### src/rtl/seq_alu.sv
// seq_alu: handshaked multi-cycle ALU with iterative signed multiply.
// Define SEQ_ALU_DIV_EN to add the restoring signed divider (DIV/MOD).
module seq_alu #(
  parameter int WIDTH = 8
) (
  input  logic               clk,
  input  logic               rst,
  input  logic               in_valid,
  output logic               in_ready,
  input  logic [WIDTH-1:0]   A,
  input  logic [WIDTH-1:0]   B,
  input  logic [3:0]         Control,
  output logic               out_valid,
  input  logic               out_ready,
  output logic [2*WIDTH-1:0] Result,
  output logic               carry,
  output logic               overflow,
  output logic               negative,
  output logic               zero,
  output logic               busy
);

  localparam int W2 = 2 * WIDTH;
  localparam int CW = $clog2(WIDTH + 1);
  localparam logic [CW-1:0] CMAX = CW'(WIDTH);
  localparam logic [WIDTH-1:0] MINV = {1'b1, {(WIDTH-1){1'b0}}};

  localparam logic [3:0] OP_SUM  = 4'd0;
  localparam logic [3:0] OP_SUB  = 4'd1;
  localparam logic [3:0] OP_NEGB = 4'd2;
  localparam logic [3:0] OP_MULT = 4'd3;
  localparam logic [3:0] OP_AND  = 4'd4;
  localparam logic [3:0] OP_OR   = 4'd5;
  localparam logic [3:0] OP_NEGA = 4'd6;
  localparam logic [3:0] OP_XOR  = 4'd7;
  localparam logic [3:0] OP_SHL  = 4'd8;
  localparam logic [3:0] OP_SHR  = 4'd9;
`ifdef SEQ_ALU_DIV_EN
  localparam logic [3:0] OP_DIV  = 4'd10;
  localparam logic [3:0] OP_MOD  = 4'd11;
`endif

  typedef enum logic [1:0] {
    IDLE, EXEC, ITER, DONE
  } state_t;

  state_t            state, state_nxt;
  logic [WIDTH-1:0]  a_q, b_q;
  logic [3:0]        op_q;
  logic [CW-1:0]     cnt;
  logic [W2-1:0]     acc, mcand;
  logic [WIDTH-1:0]  shreg;
  logic [W2-1:0]     sa, sb, res_n;
  logic              c_n, v_n;
  logic              accept, fin;

  function automatic logic [WIDTH-1:0] mag(
    input logic [WIDTH-1:0] x
  );
    return x[WIDTH-1] ? -x : x;
  endfunction

  function automatic logic is_iter(input logic [3:0] o);
`ifdef SEQ_ALU_DIV_EN
    return o == OP_MULT || o == OP_DIV || o == OP_MOD;
`else
    return o == OP_MULT;
`endif
  endfunction

`ifdef SEQ_ALU_DIV_EN
  logic [WIDTH-1:0] rem, mb, rem_sh, q_s, r_s;
  assign mb     = mag(b_q);
  assign rem_sh = {rem[WIDTH-2:0], shreg[WIDTH-1]};
  assign q_s    = (a_q[WIDTH-1] ^ b_q[WIDTH-1]) ? -shreg : shreg;
  assign r_s    = a_q[WIDTH-1] ? -rem : rem;
`endif

  assign in_ready  = !rst && (state == IDLE ||
                     (state == DONE && out_ready));
  assign accept    = in_valid && in_ready;
  assign out_valid = state == DONE;
  assign busy      = state == EXEC || state == ITER;
  assign fin       = state == EXEC ||
                     (state == ITER && cnt == CMAX);

  always_comb begin
    state_nxt = state;
    unique case (state)
      IDLE, DONE: begin
        if (accept)
          state_nxt = is_iter(Control) ? ITER : EXEC;
        else if (state == DONE && out_ready)
          state_nxt = IDLE;
      end
      EXEC: state_nxt = DONE;
      ITER: if (cnt == CMAX) state_nxt = DONE;
      default: state_nxt = IDLE;
    endcase
  end

  assign sa = {{WIDTH{a_q[WIDTH-1]}}, a_q};
  assign sb = {{WIDTH{b_q[WIDTH-1]}}, b_q};

  // W-bit overflow shows as bit WIDTH disagreeing with bit WIDTH-1
  always_comb begin
    res_n = '0;
    c_n   = 1'b0;
    v_n   = 1'b0;
    unique case (op_q)
      OP_SUM: begin
        res_n = sa + sb;
        c_n   = (a_q[WIDTH-1] & b_q[WIDTH-1]) |
                ((a_q[WIDTH-1] | b_q[WIDTH-1]) &
                 ~res_n[WIDTH-1]);
        v_n   = res_n[WIDTH] ^ res_n[WIDTH-1];
      end
      OP_SUB: begin
        res_n = sa - sb;
        c_n   = a_q < b_q;
        v_n   = res_n[WIDTH] ^ res_n[WIDTH-1];
      end
      OP_NEGA: begin
        res_n = -sa;
        v_n   = a_q == MINV;
      end
      OP_NEGB: begin
        res_n = -sb;
        v_n   = b_q == MINV;
      end
      OP_AND: res_n = sa & sb;
      OP_OR:  res_n = sa | sb;
      OP_XOR: res_n = sa ^ sb;
      OP_SHL: res_n = sa << b_q;
      OP_SHR: res_n = $signed(sa) >>> b_q;
      OP_MULT: begin
        res_n = (a_q[WIDTH-1] ^ b_q[WIDTH-1]) ? -acc : acc;
        v_n   = !(&res_n[W2-1:WIDTH-1] ||
                  ~|res_n[W2-1:WIDTH-1]);
      end
`ifdef SEQ_ALU_DIV_EN
      OP_DIV, OP_MOD: begin
        if (b_q == '0) begin
          res_n = (op_q == OP_DIV) ? {a_q, {WIDTH{1'b1}}} : sa;
          c_n   = 1'b1;
          v_n   = 1'b1;
        end else begin
          res_n = (op_q == OP_DIV) ? {r_s, q_s}
                : {{WIDTH{r_s[WIDTH-1]}}, r_s};
          v_n   = a_q == MINV && b_q == '1;
        end
      end
`endif
      default: res_n = '0;
    endcase
  end

  always_ff @(posedge clk) begin
    if (rst) begin
      state    <= IDLE;
      a_q      <= '0;
      b_q      <= '0;
      op_q     <= '0;
      cnt      <= '0;
      acc      <= '0;
      mcand    <= '0;
      shreg    <= '0;
`ifdef SEQ_ALU_DIV_EN
      rem      <= '0;
`endif
      Result   <= '0;
      carry    <= 1'b0;
      overflow <= 1'b0;
      negative <= 1'b0;
      zero     <= 1'b0;
    end else begin
      state <= state_nxt;
      if (accept) begin
        a_q   <= A;
        b_q   <= B;
        op_q  <= Control;
        cnt   <= '0;
        acc   <= '0;
        mcand <= {{WIDTH{1'b0}}, mag(A)};
        shreg <= (Control == OP_MULT) ? mag(B) : mag(A);
`ifdef SEQ_ALU_DIV_EN
        rem   <= '0;
`endif
      end else if (state == ITER && cnt != CMAX) begin
        cnt <= cnt + 1'b1;
        if (op_q == OP_MULT) begin
          if (shreg[0]) acc <= acc + mcand;
          mcand <= mcand << 1;
          shreg <= shreg >> 1;
        end
`ifdef SEQ_ALU_DIV_EN
        else if (rem_sh >= mb) begin
          rem   <= rem_sh - mb;
          shreg <= {shreg[WIDTH-2:0], 1'b1};
        end else begin
          rem   <= rem_sh;
          shreg <= {shreg[WIDTH-2:0], 1'b0};
        end
`endif
      end
      if (fin) begin
        Result   <= res_n;
        carry    <= c_n;
        overflow <= v_n;
        negative <= res_n[W2-1];
        zero     <= res_n == '0;
      end
    end
  end

endmodule

### config.mk
export PLATFORM = sky130hd
export DESIGN_NAME = seq_alu
export DESIGN_NICKNAME = d
export VERILOG_FILES = /design/src/rtl/seq_alu.sv
export SDC_FILE = /design/constraint.sdc
export NUM_CORES = 1
export LEC_CHECK = 0
export CORE_MARGIN = 3
export CORE_UTILIZATION = 40
export CTS_CLUSTER_DIAMETER = 80
export DETAILED_ROUTE_END_ITERATION = 6
export PLACE_DENSITY_LB_ADDON = 0.05
export RECOVER_POWER = 50
export SETUP_SLACK_MARGIN = 0.2
export SLEW_MARGIN = 10
export SYNTH_ARGS = -nofsm -noshare
export SYNTH_HDL_FRONTEND = slang
export SYNTH_SLANG_ARGS = --single-unit
### constraint.sdc
create_clock -name clk -period 7.5 [get_ports clk]
set_input_delay 0.75 -clock clk [delete_from_list [all_inputs] [get_ports clk]]
set_output_delay 0.75 -clock clk [all_outputs]
set_load 0.03 [all_outputs]
==> results by group, run 1 <==
Drt
  • Wirelength, routed: roughly 26 mm
  • TritonRoute pass-1 iters: 5
  • First-iteration detailed-routing DRC count: approximately 650
  • # DRC: 0
  • Via density per instance: ~6.1
  • Drt wl/cell: 21.0 um
  • Routed Antenna Nets: 0
  • Total number of vias: roughly 7.5k

Floorplan
  • Rows: 49
  • Die area: 0.0206 mm2
  • Core area: 0.0183 mm2
  • Io pins: between 40 and 50
  • Die Y: 143 um
  • Die width: between 100 and 150 um
  • Initial Utilization: 0.414

STA
  • Max Fclk: between 200 and 250 MHz
  • Unrepaired setup endpoints after global routing: false
  • Fin crit period: 4.43 ns
  • Setup TNS: 0 ns
  • Fin. Hold Viols: 0
  • Fin crit share: 0.591
  • Slew at the pin with the worst max-slew slack: slightly below 2 ns
  • Final setup vio count: 0
  • Final Slew Violations: 77
  • Worst clock skew: ~0.012 ns
  • Slew HR: -0.303

Clock network
  • CTS root buffer: clkbuf_16
  • Hold_buf cts: 0
  • Post-CTS sizing: 0
  • Clock transition at path regs: 0.07 ns
  • CTS Buf Count: 9
  • CTS Buffer Depth: 2
  • CTS tree: yes
  • Worst skew pair latency: around 0.36 ns
  • Clk sinks: 85
  • Deepest level of the CTS H-tree: 3
  • Post-CTS Setup Inserts: 0

GRT
  • Grt ovf: 0
  • Vias in the first global route: around 7.1k
  • Largest net degree at the start of global routing: between 50 and 60
  • First-pass GRT wire length: 41.2 mm
  • All-Layer GR Usage: 0.254
  • Initial antenna violation count: 0

Finish
  • Most frequent cells in the layout: nand2_1, nor2_1, dfxtp_1
  • Seq. cell area: roughly 0.0017 mm2
  • Filler cells: approximately 1.9k
  • Final #Nets: ~1.1k
  • Commonest non-fill, non-tap cell in the layout: nand2_1
  • Area of the multi-input gates: roughly 0.0054 mm2
  • Antenna cells: 0
  • Area grow syn2layout: 11.5%
  • Post-layout util: 0.461
  • Share of cells above drive strength 1: 0.0553

Critical path
  • Crit Path Category: flop to flop
  • CP Data Arrival Time: between 4 and 5 ns
  • Worst Setup End Kind: flop
  • Crit path max fanout: 21
  • Crit start category: flop
  • CP required: between 7 and 8 ns

Synth
  • Synthesized area: roughly 0.0076 mm2
  • Post-synth EDFFs: 0
  • YS warnings: 0
  • Share of flip-flops with an asynchronous set or reset: 0
  • Dominant synthesized flop cell: dfxtp_1
  • Synth cell types: 79
  • Syn Area/Cell: about 7.5 um2
  • Sequential area share after synthesis: 0.225
  • Synthesized Nets: 1091
  • Synth Register Bits: 85
  • Mapped Cells: between 1k and 1.5k

Place
  • GP Congestion: 0.995
  • DP HPWL: between 15 and 20 mm
  • IO buf count: 46

Job
  • Max-cap violations: 2

Run status
  • Failing checks: capacitance limit, slew limit
  • Status: finished with violations

Pwr
  • Worst IR drop on VDD: between 0.1 and 0.15 mV
  • Static leakage: about 0.0032 uW
  • Power per cell area: 274 mW/mm2

Min path
  • Hold WC Path Type: flop to flop
-- state kept, by name (all words and copies together) (netlist names), 2 cells and up --
| register | count |
|---|---|
| Result | 16 |
| acc | 16 |
| mcand | 16 |
| a_q | 8 |
| b_q | 8 |
| shreg | 8 |
| cnt | 4 |
| op_q | 4 |
| state | 2 |
-- critical path, cell delays in order (launching register included) --
cell and delay [ns]:
dfxtp_1 0.79, clkinv_1 0.54, ha_1 0.98, nor2b_1 0.24
xnor2_1 0.12, o21ai_0 0.09, a2111o_1 0.36, nor3_1 0.29
or4bb_1 0.43, nand4b_1 0.25, o31ai_2 0.26
-- synthesized netlist by cell type, drive strengths merged, types with 19 or more instances --
| library cell | number | area [um2] |
|---|---|---|
| a211oi | 28 | 210 |
| a21oi | 74 | 370 |
| a311oi | 19 | 166 |
| clkbuf | 58 | 218 |
| dfxtp | 85 | 1700 |
| ha | 53 | 663 |
| inv | 38 | 143 |
| mux2i | 22 | 220 |
| nand2 | 151 | 567 |
| nand3 | 31 | 155 |
| nor2 | 92 | 345 |
| nor3 | 23 | 115 |
| o21ai | 33 | 165 |
| o31ai | 35 | 287 |
| xnor2 | 27 | 236 |
| xor2 | 19 | 174 |
-- cell type report --
cell class | count | area share
clock buffer | 10 | 0.0284
clock inverter | 6 | 0.00787
inverter | 41 | 0.0183
multi-input combinational | 811 | 0.644
sequential | 85 | 0.202
tap | 229 | 0.0340
timing repair buffer | 60 | 0.0652
-- power breakdown --
group          leakage, uW  total, uW  switching, uW  internal (uW)
Combinational      0.00232       1210            774            437
Sequential        0.000693        612           88.6            524
Clock             0.000154        486            215            270
-- layer usage --
metal / part of all wire / vias up / track usage
met5: 0 / - / 0
met4: 0.042 / 0 / 0.108
met3: 0.062 / 65 / 0.0406
met2: 0.45 / 270 / 0.396
met1: 0.45 / 3535 / 0.351
li1: - / 3655 / -
-- per-stage QoR --
step	cell area [um2]	hold WS (ns)	instances	power [uW]	setup slack [ns]
2_1_floorplan	7550	0.448	1010	1460	3.99
3_3_place_gp	8130	0.450	1226	1830	3.32
3_5_place_dp	8130	0.450	1226	1830	3.23
4_1_cts	8440	0.460	1242	2320	3.19
5_1_grt	8430	0.492	1242	2460	2.76
6_report	8430	0.453	1242	2310	3.07
-- path summary, 6_finish.rpt --
path	start	endpoint	slack, ns	depth (start not counted)
max reg2reg	a_q[7]	zero	3.07	10
max	a_q[7]	zero	3.07	10
min	Result[1]	Result[1]	0.45	2
min reg2reg	Result[1]	Result[1]	0.45	2
-- cell families after synthesis --
group | after synthesis | share of synthesized area
multiplexers | 35 | 0.0604
flip-flops | 85 | 0.225
AND/OR/NAND/NOR | 399 | 0.249
XOR/XNOR | 46 | 0.0543
AO/OA/AOI/OAI | 274 | 0.254
buffers and inverters | 114 | 0.0586
adder cells (fa/ha/maj) | 57 | 0.0984
Power figures use the tool's default switching activity.
==> inputs of run 2 (changes only) <==
clock period = 4.5 ns   (was 7.5 ns; I/O delays follow)
==> run 2 against run 1 <==
  * The flow still finishes with violations (capacitance limit, slew limit)
  * Power is 71% higher
  * Fmax rose by 17%
  * Final cell count is 1.1% higher
==> results by group, run 2 (same netlist as run 1, synthesis figures left out) <==
Place
  • Placed cells: 1240 (+1.1%)
  • IO buf count: 46 (unchanged)
  • GP Congestion: 0.918 (-7.7%)
  • DP HPWL: 19.0 mm (about the same)

Finish
  • Filler cells: 1833 (-3.8%)
  • Antenna cells: 0 (unchanged)
  • Commonest non-fill, non-tap cell in the layout: nand2_1
  • Final #Nets: 1103 (+1.3%)
  • Share of cells above drive strength 1: 0.0662 (+0.0109)
  • Most frequent cells in the layout: nand2_1, nor2_1, dfxtp_1
  • Largest registers: Result: 16 flops, acc: 16 flops, mcand: 16 flops
  • Post-layout util: 0.469 (+0.00788)
  • Area grow syn2layout: 13.4%
  • Final cell count without fillers: 1256 (+1.1%)

STA
  • Max Fclk: 263 MHz (+17%)
  • Fin crit period: 3.80 ns (-0.633 ns)
  • Worst clock skew: 0.0118 ns (-0.000435 ns)
  • Slew HR: -0.275 (+0.0281)
  • Unrepaired setup endpoints after global routing: false
  • Fin crit share: 0.845 (+0.253)
  • Final Slew Violations: 77 (unchanged)
  • Final setup vio count: 0 (unchanged)
  • Fin. Hold Viols: 0 (unchanged)
  • Setup TNS: 0 ns (unchanged)
  • Slew at the pin with the worst max-slew slack: 1.91 ns (-0.0421 ns)

Floorplan
  • Io pins: 47 (unchanged)
  • Die width: 143 um (unchanged)
  • Rows: 49 (unchanged)
  • Initial Utilization: 0.414 (unchanged)
  • Die area: 0.0206 mm2 (unchanged)
  • Die Y: 143 um (unchanged)
  • Core area: 0.0183 mm2 (unchanged)

Drt
  • First-iteration detailed-routing DRC count: 701 (+8.7%)
  • Via density per instance: 5.94 (-1.9%)
  • TritonRoute pass-1 iters: 5 (unchanged)
  • Wirelength, routed: 25.3 mm (-2.9%)
  • Drt wl/cell: 20.1 um (-4.0%)
  • Total number of vias: 7466 (-0.78%)
  • # DRC: 0 (unchanged)
  • Routed Antenna Nets: 0 (unchanged)

Clock network
  • Hold_buf cts: 0 (unchanged)
  • Post-CTS sizing: 0 (unchanged)
  • CTS tree: yes
  • CTS Buffer Depth: 2 (unchanged)
  • Deepest level of the CTS H-tree: 3 (unchanged)
  • CTS root buffer: clkbuf_16
  • Clk sinks: 85 (unchanged)
  • Worst skew pair latency: 0.35 ns (about the same)
  • CTS Buf Count: 9 (unchanged)
  • Post-CTS Setup Inserts: 0 (unchanged)
  • Clock transition at path regs: 0.07 ns (about the same)

Critical path
  • Reg2reg path depth: 11 (+1)
  • RR Endpoint: acc[14]
  • CP Data Arrival Time: 4.08 ns (-0.63 ns)
  • Crit-path leading delay family: buffers and inverters
  • Critical R2R Launch: state[0]
  • Crit path cell chain: inv_1, ha_1, a21oi_1, nor2_1, nand2_1, clkbuf_1, nand2_1, clkbuf_1, nor3_1, nand2_1, o211ai_1
  • Crit start category: flop
  • CP most frequent cell: nand2_1
  • Crit path max fanout: 35 (+67%)
  • Worst Setup End Kind: flop
  • Critical Path End: acc[14]
  • Crit Path Category: flop to flop
  • Worst path depth: 11 (+1)
  • CP max-delay cell: clkbuf_1
  • Flop2flop setup slack: 0.70 ns (-2.37 ns)
  • Worst Path Buf+Inv: 3 (+2)
  • CP required: 4.77 ns (-3.00 ns)
  • Critical Path Max Stage Delay: 1.19 ns (+0.21 ns)
  • CP startpoint: state[0]

Pwr
  • Comb pwr share: 0.518 (-0.007)
  • Power per cell area: 462 mW/mm2 (+68%)
  • Sequential Power Share: 0.256 (-0.009)
  • Sw Ratio: 0.446 (-0.0211)
  • Static leakage: 0.00325 uW (+2.7%)
  • Pwr Total: 3960 uW (+71%)
  • Worst IR drop on VDD: 0.192 mV (+53%)
  • Clock power share: 0.226 (+0.016)
  • Pint: 2190 uW (+78%)
  • Psw: 1760 uW (+64%)

Run status
  • Status: finished with violations
  • Failing checks: capacitance limit, slew limit

Min path
  • Hold WC Path Type: flop to flop

GRT
  • All-Layer GR Usage: 0.248 (-0.00656)
  • First-pass GRT wire length: 40.0 mm (-2.9%)
  • Largest net degree at the start of global routing: 55 (+1.9%)
  • Grt ovf: 0 (unchanged)
  • Initial antenna violation count: 0 (unchanged)
  • Vias in the first global route: 7105 (-0.22%)

Job
  • Max-cap violations: 2 (unchanged)
==> run 2: cell types whose count changed in the layout (fill, tap and decap cells not counted) <==
cell       delta
buf_4        +14
inv_6         -3
and2_0        -1
nor3_1        +1
inv_8         +1
clkbuf_1      +1
bufinv_16     +2
and2_1        +1
clkinv_2      -1
nor3_2        -1
==> run 2: worst min path at each step <==
stage                          from         to  slack [ns]  cells after the start
after floorplan            shreg[7]   shreg[7]        0.45                      2
after global placement    Result[1]  Result[1]        0.45                      2
after detailed placement  Result[1]  Result[1]        0.46                      2
after CTS                 Result[1]  Result[1]        0.47                      2
after global routing      Result[1]  Result[1]        0.49                      2
final                     Result[1]  Result[1]        0.46                      2
==> run 2: through the flow <==
stage	setup WS (ns)	hold slack [ns]	cell area (um2)
floorplan	0.990	0.448	7550
global placement	0.915	0.449	8230
detailed placement	0.864	0.457	8230
CTS	0.829	0.465	8580
global route	0.338	0.488	8570
finish	0.699	0.459	8570
==> run 2: cell type report <==
class | count | area (um2) | share of cell area
Clock buffer | 11 | 243 | 0.0283
Clock inverter | 5 | 106 | 0.0124
Inverter | 41 | 154 | 0.0180
Multi-Input combinational cell | 811 | 5430 | 0.633
Sequential cell | 85 | 1700 | 0.199
Tap cell | 229 | 287 | 0.0334
Timing Repair Buffer | 74 | 654 | 0.0764
==> run 2: power groups by stage <==
stage,Sequential (uW),Combinational (uW),Clock [uW]
global route,1030,2250,948
floorplan,1060,1370,0
CTS,1010,2050,915
detailed placement,1030,2040,0
global placement,1030,2050,0
finish,1010,2050,896
==> run 2: layer usage <==
metal / track usage / vias up / routed length, um
met3: 0.0376 / 54 / 1480
met2: 0.383 / 248 / 11200
met5: 0 / - / 0
met4: 0.0966 / 0 / 1010
met1: 0.348 / 3471 / 11600
li1: - / 3693 / -
==> run 2: worst min-delay path: stages (launching register included) <==
cell and delay, ns:
dfxtp_1 0.32, nand2_1 0.05, a21oi_1 0.05
